[config.mk]
export PLATFORM = sky130hd
export DESIGN_NAME = rr_merge4to1
export DESIGN_NICKNAME = d
export VERILOG_FILES = /design/src/rtl/rr_merge4to1_pkg.sv /design/src/rtl/rr_merge4to1_pick.sv /design/src/rtl/rr_merge4to1.sv
export SDC_FILE = /design/constraint.sdc
export NUM_CORES = 1
export LEC_CHECK = 0
export ABC_AREA = 1
export CORE_MARGIN = 2
export CORE_UTILIZATION = 45
export DETAILED_ROUTE_END_ITERATION = 8
export MAX_ROUTING_LAYER = met4
export PLACE_DENSITY = 0.75
export SETUP_SLACK_MARGIN = 0.02
export SLEW_MARGIN = 20
export SYNTH_ARGS = -nofsm -noshare
export SYNTH_HDL_FRONTEND = slang
export SYNTH_SLANG_ARGS = --single-unit
[constraint.sdc]
create_clock -name clk -period 3.3 [get_ports clk]
set_input_delay 0.33 -clock clk [delete_from_list [all_inputs] [get_ports clk]]
set_output_delay 0.33 -clock clk [all_outputs]
set_load 0.02 [all_outputs]
[src/rtl/rr_merge4to1_pkg.sv]
// Shared constants and state encoding for the four-source round-robin merge.
package rr_merge4to1_pkg;

    localparam int NUM_SRC = 4;
    localparam int SEL_W   = 2;

    typedef enum logic {
        IDLE   = 1'b0,
        LOCKED = 1'b1
    } state_t;

    // Round-robin successor; the 2-bit add wraps 3 -> 0 on its own.
    function automatic logic [SEL_W-1:0] next_idx(input logic [SEL_W-1:0] idx);
        return idx + 1'b1;
    endfunction

endpackage

[src/rtl/rr_merge4to1_pick.sv]
// Combinational rotating-priority picker: first requester at or after ptr wins.
module rr_pick4
    import rr_merge4to1_pkg::*;
(
    input  logic [NUM_SRC-1:0] req,
    input  logic [SEL_W-1:0]   ptr,
    output logic [NUM_SRC-1:0] gnt_onehot,
    output logic [SEL_W-1:0]   gnt_idx,
    output logic               any
);

    logic [SEL_W-1:0] cand;

    // Scan from the farthest candidate back to ptr so the nearest one is written last.
    always_comb begin
        cand       = '0;
        gnt_idx    = '0;
        any        = 1'b0;
        gnt_onehot = '0;
        for (int k = NUM_SRC - 1; k >= 0; k--) begin
            cand = ptr + SEL_W'(k);
            if (req[cand]) begin
                gnt_idx = cand;
                any     = 1'b1;
            end
        end
        if (any) begin
            gnt_onehot = NUM_SRC'(1) << gnt_idx;
        end
    end

endmodule

[src/rtl/rr_merge4to1.sv]
// Four-source to one-sink round-robin merge with burst locking and one registered output slot.
//
//   state  | meaning
//   IDLE   | free arbitration, search starts at ptr
//   LOCKED | burst in progress, only lock_idx may transfer
module rr_merge4to1
    import rr_merge4to1_pkg::*;
#(
    parameter int WIDTH = 1
) (
    input  logic                       clk,
    input  logic                       reset,
    input  logic [NUM_SRC-1:0]         in_valid,
    input  logic [NUM_SRC*WIDTH-1:0]   in_data,
    input  logic [NUM_SRC-1:0]         in_last,
    output logic [NUM_SRC-1:0]         in_ready,
    output logic                       out_valid,
    output logic [WIDTH-1:0]           out_data,
    output logic [SEL_W-1:0]           out_sel,
    output logic                       out_last,
    input  logic                       out_ready
);

    state_t               state, state_nx;
    logic [SEL_W-1:0]     ptr, ptr_nx;
    logic [SEL_W-1:0]     lock_idx, lock_nx;

    logic                 can_acc;
    logic                 xfer;
    logic [NUM_SRC-1:0]   req;
    logic [NUM_SRC-1:0]   gnt_onehot;
    logic [SEL_W-1:0]     gnt_idx;
    logic                 gnt_any;
    logic [WIDTH-1:0]     gnt_data;
    logic                 gnt_last;

    assign can_acc = !out_valid || out_ready;

    // While locked, mask every request except the burst owner.
    assign req = (state == LOCKED) ? (in_valid & (NUM_SRC'(1) << lock_idx)) : in_valid;

    rr_pick4 u_pick (
        .req        (req),
        .ptr        (ptr),
        .gnt_onehot (gnt_onehot),
        .gnt_idx    (gnt_idx),
        .any        (gnt_any)
    );

    assign xfer     = gnt_any && can_acc;
    assign in_ready = xfer ? gnt_onehot : '0;
    assign gnt_data = in_data[gnt_idx*WIDTH +: WIDTH];
    assign gnt_last = in_last[gnt_idx];

    always_comb begin
        state_nx = state;
        ptr_nx   = ptr;
        lock_nx  = lock_idx;
        if (xfer) begin
            if (gnt_last) begin
                state_nx = IDLE;
                ptr_nx   = next_idx(gnt_idx);
            end else begin
                state_nx = LOCKED;
                lock_nx  = gnt_idx;
            end
        end
    end

    always_ff @(posedge clk) begin
        if (reset) begin
            state    <= IDLE;
            ptr      <= '0;
            lock_idx <= '0;
        end else begin
            state    <= state_nx;
            ptr      <= ptr_nx;
            lock_idx <= lock_nx;
        end
    end

    // A load in the same cycle as a drain keeps out_valid high.
    always_ff @(posedge clk) begin
        if (reset) begin
            out_valid <= 1'b0;
            out_data  <= '0;
            out_sel   <= '0;
            out_last  <= 1'b0;
        end else if (xfer) begin
            out_valid <= 1'b1;
            out_data  <= gnt_data;
            out_sel   <= gnt_idx;
            out_last  <= gnt_last;
        end else if (out_ready) begin
            out_valid <= 1'b0;
        end
    end

endmodule

Word level (Yosys, flattened, before mapping). Cells that the tools add are included. W data, S select, Z words.

Register bits after elaboration: 10. Bits of input ports: 15. Output and inout port bits: 9. Logic and storage cells: 51.

Add/sub/neg operators: 4. Magnitude comparators: 5. Shifts and indexed selects: 3. Muxes and demuxes: 24. Bitwise operators: 2. Reductions and logical operators: 6.

Operators by type and width (number): $lt A2 B3 Y1 const B (5); $mux W1 (12); $mux W4 (3); $bmux W1 S2 (5); $mux W2 (4); $shl A1 B2 Y4 const A (2); $add A2 B1 Y2 const B (2); $add A2 B2 Y2 const B (2); $and A4 B4 Y4 (1); $reduce_and A2 Y1 (2); $shiftx A4 B3 Y1 (1); $reduce_bool A2 Y1 (1); $logic_and A1 B1 Y1 (1); $logic_not A1 Y1 (1); $logic_or A1 B1 Y1 (1); $not A1 Y1 (1).

Longest topological paths before layout. Gate-level depths: netlist of the first run.

Depth in word-level cells: 13. Depth in mapped cells: 19. Gate-level depth less buffers: 19.

By module. A second synthesis of the first run with hierarchy kept.

Cell total of the unflattened synthesis: 144. Area, all modules: 869.6 sq um.

By module, submodules not included: rr_merge4to1 (times used 1, cells each 86, area an instance 611.8 sq um, sequential area each 200.2 sq um); rr_pick4 (times used 1, cells each 58, area an instance 257.7 sq um, sequential area each 0.0 sq um).

Worst setup path before layout of the first run. OpenSTA, ideal clock, no wires.

Kind: register -> output. Start: register ptr[0]. End: output port in_ready[2]. Data arrival time: 1623 ps. Required time: 2970 ps. Path slack: 1347 ps. Cell stages (with the launch flop): 12. Buffers on the path: 2. Cell sequence: dfxtp_1 buf_6 inv_4 nand3_1 nand2_1 nand2_1 nand2_1 nor2_1 a21oi_4 buf_2 nand2_1 nor2_1.

Cells in the longest elaborated chain, start to end: 10. Elaborated cells on any way between the ends: 23. Those cells by class: 3 x add/sub; 1 x shift; 18 x mux; 1 x reduce/logical.

RTL lines: from (decl) (line rr_merge4to1.sv:25) `logic [SEL_W-1:0] ptr, ptr_nx;`; from (signal assigned) (line rr_merge4to1.sv:77) `ptr <= ptr_nx;`; $add A2 B2 Y2 (line rr_merge4to1_pick.sv:21) `cand = ptr + SEL_W'(k);`; $bmux W1 S2 (line rr_merge4to1_pick.sv:22) `if (req[cand]) begin`; $mux W1 (not written as such) (line rr_merge4to1_pick.sv:22); $mux W2 (4 in a row) (line rr_merge4to1_pick.sv:22); $shl A1 B2 Y4 (line rr_merge4to1_pick.sv:28) `gnt_onehot = NUM_SRC'(1) << gnt_idx;`; $mux W4 (line rr_merge4to1_pick.sv:27) `if (any) begin`; $mux W4 * (line rr_merge4to1.sv:51) `assign in_ready = xfer ? gnt_onehot : '0;`; to (decl) (line rr_merge4to1.sv:16) `output logic [NUM_SRC-1:0] in_ready,`.

Mark *: on every way between the ends. The rest lies on a longest branch, timed or not. The select of a mux whose other input is x is not followed.

Final worst setup path of the first run.
Start: register ptr[0]. End: output port in_ready[1].

The elaborated chain is that of the path after synthesis.

==> results of run 1 <==
## final cells by class
class                           count  area (um2)
Tap cell                           25        31.3
Inverter                           25        96.3
Clock buffer                        4        36.3
Timing Repair Buffer               24         238
Multi-Input combinational cell     98         551
Sequential cell                    10         200
Fill cell                         179         631
## cell usage after synthesis (all sizes together)
cell type and number:
o211ai 3, nor2 15, a21oi 3, buf 3, dfxtp 10, o21ai 6
xnor2 2, nand2 46, inv 25, nand3 23
## sequential cells by signal, indices dropped and copies added, names as in the netlist
register   cells
out_data       1
lock_idx       2
out_valid      1
state          1
out_sel        2
ptr            2
out_last       1
## cell families after synthesis
| logic type | share of synthesized area, % |
|---|---|
| AND/OR/NAND/NOR | 50.9 |
| buffers and inverters | 14.5 |
| AO/OA/AOI/OAI | 8.97 |
| flip-flops | 22.8 |
| XOR/XNOR | 2.85 |
## power breakdown
part           internal [mW]  switching, mW
sequential             0.168         0.0453
clock                 0.0670         0.0431
combinational          0.396          0.624
total                  0.631          0.712
## worst max-delay path, delay by kind of cell (launching register included)
kind	cells	cell delay [ns]
flops	1	0.59
simple gates	7	0.95
buf+inv	2	0.74
## metal layers
metal,part of all wire (%),wire [um],GRT usage (%),vias to the layer above
met5,0,0,-,-
met4,0,0,1.62,0
met3,3.7,69,4.44,0
met2,50,941,32.6,24
met1,46,860,22.0,385
li1,-,-,-,473
## through the flow
step | area (um2) | utilization [%]
2_1_floorplan | 878 | -
3_3_place_gp | 1120 | 62.6
3_5_place_dp | 1120 | 62.6
4_1_cts | 1150 | 64.6
5_1_grt | 1150 | 64.6
6_report | 1150 | 64.6
## worst min path at each step
stage                           start           to  slack (ns)
final                        out_last     out_last        0.52
after global routing         out_last     out_last        0.54
after CTS                 lock_idx[1]  lock_idx[1]        0.53
after detailed placement  lock_idx[1]  lock_idx[1]        0.50
after global placement    lock_idx[1]  lock_idx[1]        0.49
after floorplan           lock_idx[1]  lock_idx[1]        0.47
==> results.md, run 1 <==
* Synth warnings at 0
* Crit-path max FO at 12
* Total grt overflow at 0
* Nets@finish at 177
* Post-Route WL at 1870 um
* Fin crit share at between 80% and 90%
* P_leak at 0.591 nW
* Antenna violations before repair at 0
* Setup crit end kind: output port
* Worst-margin pin slew at 0.438 ns
* # IOs at 24
* TritonCTS clock tree: done
* Clock buffer depth at 2
* Setup TNS at 0 ns
* Area of the core at 1780 um2
* Most frequent CP cell: nor2_1
* Post_cts resized at 0
* # port buffers at 23
* Row cnt at 15
* Net Count, Synth at 151
* Mapped Avg Cell Area at between 6 and 7 um2
* Mapped cell area at 878 um2
* Slowest cell on the critical path: clkdlybuf4s50_1
* First-pass GRT wire length at 2980 um
* Die ar. at 2320 um2
* Routed len/inst at 10.1 um
* Area leader, netlist: dfxtp_1
* R2R Path End: out_data
* Clock root buffer: clkbuf_4
* Cell count of the worst hold path at 2
* Most common cell after layout, fill and taps aside: nand2_1
* Dpl ws at between 0.5 and 0.6 ns
* Max Freq at 348 MHz
* CTS HTree Levels at 1
* Via count at between 800 and 900
* Worst hold-check path type: flop to flop
* Critical-path cell list: nand3_1 > nand2_2 > nor2_2 > nor2_1 > nand3_4 > nand2_4 > inv_1 > nor2_1 > clkdlybuf4s50_1
* Final Hold Vio Count at 0
* # diodes at 0
* PwrDens at ~1200 nW/um2
* Clk Latency, worst-skew pair at 0.26 ns
* Synth cell types at 22
* Placed insts at 182
* Final Total Pwr at 1.34 mW
* Clk slew on worst S/H paths at 0.07 ns
* Worst hold slack at 0.521 ns
* Status: finished clean
* Via-to-Cell Ratio at 4.74
* Min Tclk post-route at 2.88 ns
* Max Cap Viol at 0
* Die Y at 48.2 um
* Vias in the first global route at 761
* Largest net degree at the start of global routing at 15
* End of the critical path: in_ready[1]
* Cell Count, Final, Fillers Out at 186
* Worst clock skew at 0.00495 ns
* GPL Wtd Cong at 0.735
* Max incr delay on CP at 0.61 ns
* RSZ-0062 raised after global routing: no
* Number of routed nets with antenna violations at 0
* Aggregate global-route resource usage at 18.5%
* Slack of the worst reg-to-reg path at 1.31 ns
* Syn Inst Count at 136
* Peak supply drop at 0.691 mV
* Commonest non-fill, non-tap cells in the layout: nand2_1 (35), clkdlybuf4s50_1 (23), inv_1 (21), nand3_1 (16), nor2_1 (12)
* DRC violations left at 0
* First drt pass iteration count at 7
* Post-synth top area share at 22.8%
* DRT iter0 DRCs at 8
* Slew HR at 70.8%
* Required @ worst endpoint at roughly 3.0 ns
* Kind of critical path: flop to output port
* Die extent in x at just under 50 um
* Layout area overhead at 31.2%
* Worst r2r src: ptr[0]
* Hold-fix buffers, CTS at 0
* Num CTS Buffers at 3
* Placed wire-length estimate at 1510 um
* Arrival time worst endpoint at between 2 and 3 ns
* Final Setup Violations at 0
* R2R depth at 14
* Layout cells sized above 1 at 19.9%
* Final Max Tran Viols at 0
* Crit start category: flop
* Clk sinks at 10
* Critical Path Source: ptr[0]
* Largest cells by area after synthesis: dfxtp_1 (23%), nand2_1 (15%), nand3_1 (9.1%)
* Register area share after synthesis at between 20% and 30%
* Worst setup margin at 0.423 ns
* Starting Density at 49.3%
* Seq cells post-synth at 10
* Setup Buffers After CTS at 0
(Power assumes the default switching activity.)
==> inputs of run 2 (changes only) <==
ABC_CLOCK_PERIOD_IN_PS = 3300   (was unset)
==> results of run 2 <==
No change in the layout: final DEF, timing and power equal those of run 1.
==> inputs of run 3 (changes only) <==
MAX_ROUTING_LAYER = unset   (was met4)
==> results.md, run 3 (synthesized netlist as in run 1, its figures left out) <==
* Required @ worst endpoint at 2.97 ns (about the same)
* Clk Latency, worst-skew pair at 0.27 ns (was 0.26 ns)
* First-pass GRT wire length at 2990 um (was 2980 um)
* Kind of critical path: flop to output port (unchanged)
* Antenna violations before repair at 0 (unchanged)
* # port buffers at 23 (unchanged)
* Clock root buffer: clkbuf_4 (unchanged)
* Hold-fix buffers, CTS at 0 (unchanged)
* Worst clock skew at 0.00547 ns (was 0.00495 ns)
* Aggregate global-route resource usage at 17.9% (was 18.5%)
* Max Cap Viol at 0 (unchanged)
* Layout area overhead at 31.2% (unchanged)
* Max Freq at 348 MHz (about the same)
* Layout cells sized above 1 at 19.9% (unchanged)
* Vias in the first global route at 763 (was 761)
* Clk sinks at 10 (unchanged)
* Num CTS Buffers at 3 (unchanged)
* Fin crit share at 87.2% (about the same)
* Routed len/inst at 10.1 um (about the same)
* Crit-path max FO at 12 (unchanged)
* Setup Buffers After CTS at 0 (unchanged)
* Final Max Tran Viols at 0 (unchanged)
* Most common cell after layout, fill and taps aside: nand2_1 (unchanged)
* Clock buffer depth at 2 (unchanged)
* Largest net degree at the start of global routing at 15 (unchanged)
* DRC violations left at 0 (unchanged)
* Commonest non-fill, non-tap cells in the layout: nand2_1 (35), clkdlybuf4s50_1 (23), inv_1 (21), nand3_1 (16), nor2_1 (12) (unchanged)
* Die Y at 48.2 um (unchanged)
* Slew HR at 70.7% (was 70.8%)
* First drt pass iteration count at 6 (was 7)
* Die extent in x at 48.2 um (unchanged)
* GPL Wtd Cong at 0.726 (was 0.735)
* TritonCTS clock tree: done (unchanged)
* Nets@finish at 177 (unchanged)
* Total grt overflow at 0 (unchanged)
* Peak supply drop at 0.690 mV (was 0.691 mV)
* Setup TNS at 0 ns (unchanged)
* Post-Route WL at 1870 um (about the same)
* Starting Density at 49.3% (unchanged)
* Die ar. at 2320 um2 (unchanged)
* Min Tclk post-route at 2.88 ns (about the same)
* Arrival time worst endpoint at 2.55 ns (about the same)
* Via count at 889 (was 882)
* Area of the core at 1780 um2 (unchanged)
* Status: finished clean (unchanged)
* Crit start category: flop (unchanged)
* RSZ-0062 raised after global routing: no (unchanged)
* # diodes at 0 (unchanged)
* Setup crit end kind: output port (unchanged)
* Final Setup Violations at 0 (unchanged)
* Largest registers: lock_idx x2, out_sel x2, ptr x2 (unchanged)
* Via-to-Cell Ratio at 4.78 (was 4.74)
* P_leak at 0.591 nW (unchanged)
* Worst hold slack at 0.519 ns (was 0.521 ns)
* # IOs at 24 (unchanged)
* PwrDens at 1170 nW/um2 (about the same)
* CTS HTree Levels at 1 (unchanged)
* Row cnt at 15 (unchanged)
* Placed wire-length estimate at 1510 um (unchanged)
* DRT iter0 DRCs at 8 (unchanged)
* Worst hold-check path type: flop to flop (unchanged)
* Post_cts resized at 0 (unchanged)
* Number of routed nets with antenna violations at 0 (unchanged)
* Clk slew on worst S/H paths at 0.07 ns (about the same)
* Worst-margin pin slew at 0.438 ns (about the same)
* Final Hold Vio Count at 0 (unchanged)
## run 3: worst max-delay path, cell delays in order, from the launching register on
cell	delay, ns
dfxtp_1	0.59
nand3_1	0.16
nand2_2	0.13
nor2_2	0.07
nor2_1	0.17
nand3_4	0.13
nand2_4	0.17
inv_1	0.13
nor2_1	0.12
clkdlybuf4s50_1	0.61
## run 3: power by group
group	total, mW	switching [mW]	internal [mW]	leakage, nW
logic	1.02	0.624	0.396	0.487
clock network	0.111	0.0440	0.0670	0.0210
registers	0.213	0.0454	0.168	0.0831
## run 3: layout make-up
type	count	area [um2]
timing repair buffer	24	238
sequential	10	200
tap	25	31.3
clock buffer	4	36.3
fill	179	631
multi-input combinational	98	551
inverter	25	96.3
## run 3: worst paths after layout
path	from	to	slack, ns	depth (start not counted)
min reg2reg	out_last	out_last	0.52	2
max	ptr[0]	in_ready[1]	0.42	9
max reg2reg	ptr[0]	ptr[0]	1.31	13
min	out_last	out_last	0.52	2
## run 3: stage by stage
step           worst slack, ns  cell area, um2  util [%]  instances  power (mW)
2_1_floorplan             1.35             878         -        136        1.03
3_3_place_gp             0.563            1120      62.6        182        1.22
3_5_place_dp             0.532            1120      62.6        182        1.24
4_1_cts                  0.389            1150      64.6        186        1.36
5_1_grt                  0.207            1150      64.6        186        1.47
6_report                 0.424            1150      64.6        186        1.34
## run 3: metal layers
| layer | vias up | part of all wire, % | GRT usage, % | routed length [um] |
|---|---|---|---|---|
| met2 | 26 | 51 | 32.4 | 957 |
| met4 | 0 | 0 | 1.62 | 0 |
| met3 | 0 | 4.6 | 5.19 | 87 |
| met5 | - | 0 | 0 | 0 |
| met1 | 392 | 44 | 21.7 | 829 |
| li1 | 471 | - | - | - |
